## config.mk

```make
export PLATFORM = sky130hd
export DESIGN_NAME = l1cache_nway_flat
export DESIGN_NICKNAME = d
export VERILOG_FILES = /design/src/rtl/l1cache_nway_if.sv /design/src/rtl/l1cache_nway.sv /design/src/flat_wrapper.sv
export SDC_FILE = /design/constraint.sdc
export NUM_CORES = 2
export LEC_CHECK = 0
export CAP_MARGIN = 5
export CORE_MARGIN = 4
export CORE_UTILIZATION = 50
export CTS_CLUSTER_DIAMETER = 120
export CTS_CLUSTER_SIZE = 10
export DETAILED_ROUTE_END_ITERATION = 12
export PLACE_DENSITY = 0.74
export SLEW_MARGIN = 20
export SYNTH_ARGS = -nofsm -noshare
export SYNTH_HDL_FRONTEND = slang
export SYNTH_SLANG_ARGS = --single-unit
```

## constraint.sdc

```tcl
create_clock -name clk -period 7.1 [get_ports clk]
set_input_delay 1.42 -clock clk [delete_from_list [all_inputs] [get_ports clk]]
set_output_delay 1.42 -clock clk [all_outputs]
set_load 0.01 [all_outputs]
```

## src/rtl/l1cache_nway_if.sv

```systemverilog
// CPU-side and memory-side buses of the N-way L1 cache.
// master = environment (pipeline + physical memory), slave = cache.
interface l1cache_nway_if #(
   parameter int ADDR_W    = 16,
   parameter int LINE_BITS = 128
);
   logic [ADDR_W-1:0]    mem_address;
   logic                 mem_read;
   logic                 mem_write;
   logic [1:0]           mem_byte_enable;
   logic [15:0]          mem_wdata;
   logic [15:0]          mem_rdata;
   logic                 mem_resp;
   logic [ADDR_W-1:0]    pmem_address;
   logic                 pmem_read;
   logic                 pmem_write;
   logic [LINE_BITS-1:0] pmem_wdata;
   logic [LINE_BITS-1:0] pmem_rdata;
   logic                 pmem_resp;

   modport master (
      output mem_address, mem_read, mem_write, mem_byte_enable, mem_wdata,
      input  mem_rdata, mem_resp,
      input  pmem_address, pmem_read, pmem_write, pmem_wdata,
      output pmem_rdata, pmem_resp
   );

   modport slave (
      input  mem_address, mem_read, mem_write, mem_byte_enable, mem_wdata,
      output mem_rdata, mem_resp,
      output pmem_address, pmem_read, pmem_write, pmem_wdata,
      input  pmem_rdata, pmem_resp
   );
endinterface

```

## src/rtl/l1cache_nway.sv

```systemverilog
// N-way write-back/write-allocate L1 cache with tree pseudo-LRU.
// Optional hit/miss counters: define L1CACHE_PERF_COUNTERS_EN.
module l1cache_nway #(
   parameter int WAYS      = 2,
   parameter int SETS      = 8,
   parameter int LINE_BITS = 128,
   parameter int ADDR_W    = 16
) (
   input  logic clk,
   input  logic reset,
   l1cache_nway_if.slave bus
`ifdef L1CACHE_PERF_COUNTERS_EN
   ,
   output logic [31:0] hit_count,
   output logic [31:0] miss_count
`endif
);
   localparam int IDX_W = $clog2(SETS);
   localparam int TAG_W = ADDR_W - 4 - IDX_W;
   localparam int WAY_W = $clog2(WAYS);
   localparam int PL_W  = WAYS - 1;

   typedef enum logic [1:0] {CHECK, WRITEBACK, ALLOCATE} state_t;
   state_t state_q, state_d;

   logic [LINE_BITS-1:0] data_q  [WAYS][SETS];
   logic [TAG_W-1:0]     tag_q   [WAYS][SETS];
   logic [WAYS-1:0]      valid_q [SETS];
   logic [WAYS-1:0]      dirty_q [SETS];
   logic [PL_W-1:0]      plru_q  [SETS];
   logic [WAY_W-1:0]     victim_q;

   logic [IDX_W-1:0] idx;
   logic [TAG_W-1:0] tag;
   logic [2:0]       word;
   logic             req, hit, inv;
   logic [WAY_W-1:0] hit_way, victim;
   logic [1:0]       hw2;
   logic [2:0]       pl_cur, pl_nxt;
   logic             hit_req, miss, wb_done, fill_done;

   assign idx  = bus.mem_address[4 +: IDX_W];
   assign tag  = bus.mem_address[ADDR_W-1 -: TAG_W];
   assign word = bus.mem_address[3:1];
   assign req  = bus.mem_read | bus.mem_write;
   assign hw2  = 2'(hit_way);

   assign hit_req   = (state_q == CHECK) && req && hit;
   assign miss      = (state_q == CHECK) && req && !hit;
   assign wb_done   = (state_q == WRITEBACK) && bus.pmem_resp;
   assign fill_done = (state_q == ALLOCATE) && bus.pmem_resp;

   // Lowest invalid way wins the victim slot; PLRU only when the set is full.
   always_comb begin
      hit     = 1'b0;
      hit_way = '0;
      inv     = 1'b0;
      victim  = '0;
      for (int w = WAYS - 1; w >= 0; w--) begin
         if (valid_q[idx][w] && tag_q[w][idx] == tag) begin
            hit     = 1'b1;
            hit_way = WAY_W'(w);
         end
         if (!valid_q[idx][w]) begin
            inv    = 1'b1;
            victim = WAY_W'(w);
         end
      end
      pl_cur = '0;
      pl_cur[PL_W-1:0] = plru_q[idx];
      if (!inv) begin
         if (WAYS == 2)
            victim = WAY_W'(pl_cur[0]);
         else
            victim = WAY_W'(pl_cur[0] ? {1'b1, pl_cur[2]} : {1'b0, pl_cur[1]});
      end
   end

   always_comb begin
      pl_nxt = pl_cur;
      if (WAYS == 2) begin
         pl_nxt[0] = ~hw2[0];
      end else begin
         pl_nxt[0] = ~hw2[1];
         if (hw2[1]) pl_nxt[2] = ~hw2[0];
         else        pl_nxt[1] = ~hw2[0];
      end
   end

   always_ff @(posedge clk or posedge reset) begin
      if (reset) state_q <= CHECK;
      else       state_q <= state_d;
   end

   always_comb begin
      state_d = state_q;
      unique case (state_q)
         CHECK:
            if (miss)
               state_d = (valid_q[idx][victim] && dirty_q[idx][victim])
                       ? WRITEBACK : ALLOCATE;
         WRITEBACK: if (bus.pmem_resp) state_d = ALLOCATE;
         ALLOCATE:  if (bus.pmem_resp) state_d = CHECK;
         default:   state_d = CHECK;
      endcase
   end

   always_comb begin
      bus.mem_resp     = 1'b0;
      bus.pmem_read    = 1'b0;
      bus.pmem_write   = 1'b0;
      bus.pmem_address = '0;
      bus.pmem_wdata   = data_q[victim_q][idx];
      bus.mem_rdata    = data_q[hit_way][idx][{word, 4'b0000} +: 16];
      unique case (state_q)
         CHECK: bus.mem_resp = req && hit;
         WRITEBACK: begin
            bus.pmem_write   = 1'b1;
            bus.pmem_address = {tag_q[victim_q][idx], idx, 4'b0000};
         end
         ALLOCATE: begin
            bus.pmem_read    = 1'b1;
            bus.pmem_address = {tag, idx, 4'b0000};
         end
         default: ;
      endcase
   end

   always_ff @(posedge clk or posedge reset) begin
      if (reset) begin
         for (int s = 0; s < SETS; s++) begin
            valid_q[s] <= '0;
            dirty_q[s] <= '0;
            plru_q[s]  <= '0;
         end
         victim_q <= '0;
      end else begin
         if (hit_req) begin
            plru_q[idx] <= pl_nxt[PL_W-1:0];
            if (bus.mem_write) dirty_q[idx][hit_way] <= 1'b1;
         end
         if (miss) victim_q <= victim;
         if (wb_done) dirty_q[idx][victim_q] <= 1'b0;
         if (fill_done) begin
            valid_q[idx][victim_q] <= 1'b1;
            dirty_q[idx][victim_q] <= 1'b0;
         end
      end
   end

   // Data and tags need no reset: valid bits gate every use.
   always_ff @(posedge clk) begin
      if (hit_req && bus.mem_write) begin
         if (bus.mem_byte_enable[0])
            data_q[hit_way][idx][{word, 4'b0000} +: 8] <= bus.mem_wdata[7:0];
         if (bus.mem_byte_enable[1])
            data_q[hit_way][idx][{word, 4'b1000} +: 8] <= bus.mem_wdata[15:8];
      end
      if (fill_done) begin
         data_q[victim_q][idx] <= bus.pmem_rdata;
         tag_q[victim_q][idx]  <= tag;
      end
   end

`ifdef L1CACHE_PERF_COUNTERS_EN
   logic missed_q;

   always_ff @(posedge clk or posedge reset) begin
      if (reset) begin
         hit_count  <= '0;
         miss_count <= '0;
         missed_q   <= 1'b0;
      end else begin
         if (miss) begin
            miss_count <= miss_count + 32'd1;
            missed_q   <= 1'b1;
         end
         if (hit_req) begin
            missed_q <= 1'b0;
            if (!missed_q) hit_count <= hit_count + 32'd1;
         end
      end
   end
`endif

   a_rw_excl: assert property (@(posedge clk) disable iff (reset)
      !(bus.mem_read && bus.mem_write));
endmodule

```

## src/flat_wrapper.sv

```systemverilog
// flat-port wrapper written by rule: the top's interface ports become plain ports
module l1cache_nway_flat 
#(
   parameter int WAYS      = 2,
   parameter int SETS      = 8,
   parameter int LINE_BITS = 128,
   parameter int ADDR_W    = 16
)
  (clk, reset, bus_mem_address, bus_mem_read, bus_mem_write, bus_mem_byte_enable, bus_mem_wdata, bus_mem_rdata, bus_mem_resp, bus_pmem_address, bus_pmem_read, bus_pmem_write, bus_pmem_wdata, bus_pmem_rdata, bus_pmem_resp);
  l1cache_nway_if #(.ADDR_W(ADDR_W), .LINE_BITS(LINE_BITS)) bus_i ();
  input  logic clk;
  input  logic reset;
  input wire logic [$bits(bus_i.mem_address)-1:0] bus_mem_address;
  input wire logic [$bits(bus_i.mem_read)-1:0] bus_mem_read;
  input wire logic [$bits(bus_i.mem_write)-1:0] bus_mem_write;
  input wire logic [$bits(bus_i.mem_byte_enable)-1:0] bus_mem_byte_enable;
  input wire logic [$bits(bus_i.mem_wdata)-1:0] bus_mem_wdata;
  output wire logic [$bits(bus_i.mem_rdata)-1:0] bus_mem_rdata;
  output wire logic [$bits(bus_i.mem_resp)-1:0] bus_mem_resp;
  output wire logic [$bits(bus_i.pmem_address)-1:0] bus_pmem_address;
  output wire logic [$bits(bus_i.pmem_read)-1:0] bus_pmem_read;
  output wire logic [$bits(bus_i.pmem_write)-1:0] bus_pmem_write;
  output wire logic [$bits(bus_i.pmem_wdata)-1:0] bus_pmem_wdata;
  input wire logic [$bits(bus_i.pmem_rdata)-1:0] bus_pmem_rdata;
  input wire logic [$bits(bus_i.pmem_resp)-1:0] bus_pmem_resp;
  assign bus_i.mem_address = bus_mem_address;
  assign bus_i.mem_read = bus_mem_read;
  assign bus_i.mem_write = bus_mem_write;
  assign bus_i.mem_byte_enable = bus_mem_byte_enable;
  assign bus_i.mem_wdata = bus_mem_wdata;
  assign bus_mem_rdata = bus_i.mem_rdata;
  assign bus_mem_resp = bus_i.mem_resp;
  assign bus_pmem_address = bus_i.pmem_address;
  assign bus_pmem_read = bus_i.pmem_read;
  assign bus_pmem_write = bus_i.pmem_write;
  assign bus_pmem_wdata = bus_i.pmem_wdata;
  assign bus_i.pmem_rdata = bus_pmem_rdata;
  assign bus_i.pmem_resp = bus_pmem_resp;
  l1cache_nway #(.WAYS(WAYS), .SETS(SETS), .LINE_BITS(LINE_BITS), .ADDR_W(ADDR_W)) u_core (.clk(clk), .reset(reset), .bus(bus_i));
endmodule
```

==> reports/qor.txt <==
Status: complete, but fails checks
Failing checks: design-rule violations, negative setup slack
Global-route wire length before repair: 574 mm
Die area: 0.224 sq mm
Fin crit period: 7360 ps
Gr busiest metal: met2
Core ar.: 0.215 sq mm
GR met3 Demand/Resource: 15.8%
Period Utilization, post-route: 104%
Clk_lat worst skew: 940 ps
Met1 GRT Util: 45.0%
Slew Limit Headroom: 9.97%
Worst EP arrival: 5940 ps
Pwr/cell area: 275 mW/mm^2
Clock Skews: 63.7 ps
H-tree levels: 5
Clock buffer count from CTS: 274
Worst Max-Slew Pin Slew: 1350 ps
Sequential share of the synthesized area: 61.7%
Synth Flop Type: edfxtp_1
Switching Fraction: 28.1%
Initial core utilization: 50.4%
WHS: 459 ps
Clk pwr share: 34.0%
Hold crit path type: register to register
Top-area cell type share of the netlist area: 60.7%
Vias per cell: 7.37
RSZ-0062 raised after global routing: true
Clock buffer depth: 4
Non-Filler Instances: 11000
Nets: 8301
Iteration-0 DRC Markers: 15200
Critical path's most frequent cell: buf_6
Final hold violation count: 0
Post-synth EDFFs: 2192
Layout cell share with drive strength beyond 1: 26.9%
Cells after DPL: 10600
Max cap viols: 0
Mean Syn Cell Area: 15.1 sq um
Antenna viol nets, final: 0
Top-level I/O count: 330
Worst Setup End Kind: output pin
Total GRT Usage: 35.9%
Flop pwr share: 43.7%
Logic gate share of total power: 22.2%
Slowest stage cell, crit path: mux4_2
Area growth syn-to-layout: 20.1%
Net Sw Power: 0.0101 W
CP peak stage delay: 510 ps
Internal power: 0.0258 W
Largest cells by area after synthesis: edfxtp_1 61%, mux4_2 15%, mux2i_1 6.3%, nand2_1 2.9%, o21ai_0 2.6%
Slew Viols, Final: 0
CTS tree: yes
Worst Path Required: 5680 ps
Chip height: 474 microns
Routability cong.: 0.972
Antenna violations before repair: 24
Clock root buffer: clkbuf_16
Total chip power: 0.0358 W
Drc violations: 2
HPWL after DPL: 265 mm
Met2 GRT Util: 50.8%
CTS Hold Bufs: 0
Fmax: 136 MHz
Most common cell after layout, fill and taps aside: edfxtp_1
Setup ws final: -259 ps
Buffers on Ports: 324
Netlist cell types: 80
Synthesis Warnings: 0
Vias in the first global route: 79600
Top cell type by total area after synthesis: edfxtp_1
Final setup violation count: 15
Largest fanout on the critical path: 15
Nature of the critical path startpoint: input pin
VDD IR max: 0.299 mV
Post-synth ARST share: 1.92%
Cells after Synth: 7176
Yosys reg bits: 2235
1st-pass router iterations: 12
Post-layout util: 60.5%
CTS Sinks: 2235
Via count: 81400
Most frequent cells in the layout: 2192 x edfxtp_1, 819 x nand2_1, 724 x mux4_2
Std-Cell Rows: 170
Setup Crit Path Kind: input pin to output pin
Crit-path cells: buf_6, bufbuf_16, nor2_1, a221oi_2, o22ai_1, xor2_2, nor4_4, o2111a_4, buf_12, buf_16, buf_6, mux4_2, a22oi_1, nand2_1, o41ai_1, a31oi_1, buf_2
Die X: 474 microns
Routed WL per cell: 37.4 microns
Syn Std Cell Area: 0.108 sq mm
Routed wire length: 413 mm
Largest net degree at the start of global routing: 119
Fin Setup TNS: -2640 ps
Grt ovf: 0
Leak: 42.9 nW
CTS clk-pin slew, worst paths: 60 ps
## Yosys cell counts, types with 13 or more instances
cell type	instances
edfxtp_1	2192
nand2_1	828
mux4_2	722
mux2i_1	677
o21ai_0	558
a21oi_1	461
clkbuf_1	308
o22ai_1	304
nor2_1	212
buf_1	88
a22oi_1	81
a22o_1	78
nor4_1	71
buf_6	54
buf_2	50
dfrtp_1	43
a211oi_1	41
nor3_1	39
buf_4	36
or3_1	25
a2111oi_0	21
mux2_2	18
or2_2	18
a221oi_1	17
and2_1	17
a31oi_1	16
and3_1	16
nand3_1	15
nor2b_1	15
or4_1	13
## power groups by stage
stage               Sequential, W  Combinational [W]  Clock (W)
detailed placement         0.0159            0.00760          0
finish                     0.0157            0.00797     0.0122
CTS                        0.0157            0.00774     0.0121
global placement           0.0159            0.00745          0
global route               0.0157            0.00827     0.0127
floorplan                  0.0158            0.00463          0
## per-stage QoR
step                setup slack (ps)  cell area (sq um)
global placement               -1030             119000
finish                          -259             130000
detailed placement             -1000             119000
CTS                             -247             129000
global route                    -345             130000
floorplan                        397             108000
## path summary, 6_finish.rpt
kind | start | cells past startpoint | slack, ps | end
max | bus_mem_address[5] | 17 | -260 | bus_mem_rdata[3]
min | u_core.valid_q[15] | 1 | 460 | u_core.valid_q[15]
max reg2reg | u_core.tag_q[0][3] | 15 | 1220 | u_core.data_q[0][283]
min reg2reg | u_core.valid_q[15] | 1 | 460 | u_core.valid_q[15]
max in group asynchronous | reset | 2 | 5330 | u_core.victim_q
min in group asynchronous | reset | 2 | 1020 | u_core.state_q[0]
## repair_timing
item / in CTS / in global routing
setup endpoints to repair: 16 / 16
cloned: 19 / 3
pin swaps: 97 / 66
gates resized for setup: 363 / 115
setup buffers: 77 / 38
endpoints found under the hold margin: 0 / 0
## layout make-up
class	instances	area, sq um
diodes	36	90.1
clock buffers	308	7130
clock inverters	8	81.3
fillers	15300	84900
inverters	12	55.1
multi-input cells	4387	40300
flip-flops and latches	2235	66900
well taps	2838	3550
repair buffers	1215	12000
## worst max-delay path: cells and delay by family
kind                   cells  cell delay [ps]
XOR/XNOR                   1              160
AO/OA/AOI/OAI              6             1630
multiplexers               1              510
buffers and inverters      6             1300
AND/OR/NAND/NOR            3              870
## state kept, by name (all words and copies together), names as in the netlist
name             cells
u_core.data_q     2048
u_core.victim_q      1
u_core.tag_q       144
u_core.plru_q        8
u_core.valid_q      16
u_core.dirty_q      16
u_core.state_q       2
## metal layers
layer / up-vias / wire length, microns / share of wire, %
li1: 31000 / - / -
met1: 40200 / 131000 / 32
met2: 8322 / 174000 / 42
met3: 1878 / 74800 / 18
met4: 16 / 33200 / 8.0
met5: - / 100 / 0.024
## kinds of logic after synthesis
family	count (synthesis)	synth area share [%]
simple gates	1291	5.03
compound gates	1645	8.91
flops	2235	61.7
other cells	1	0.00346
fa+ha+maj	9	0.104
mux	1426	21.6
xor+xnor	12	0.0970
buf+inv	557	2.57
(Power assumes the default switching activity.)
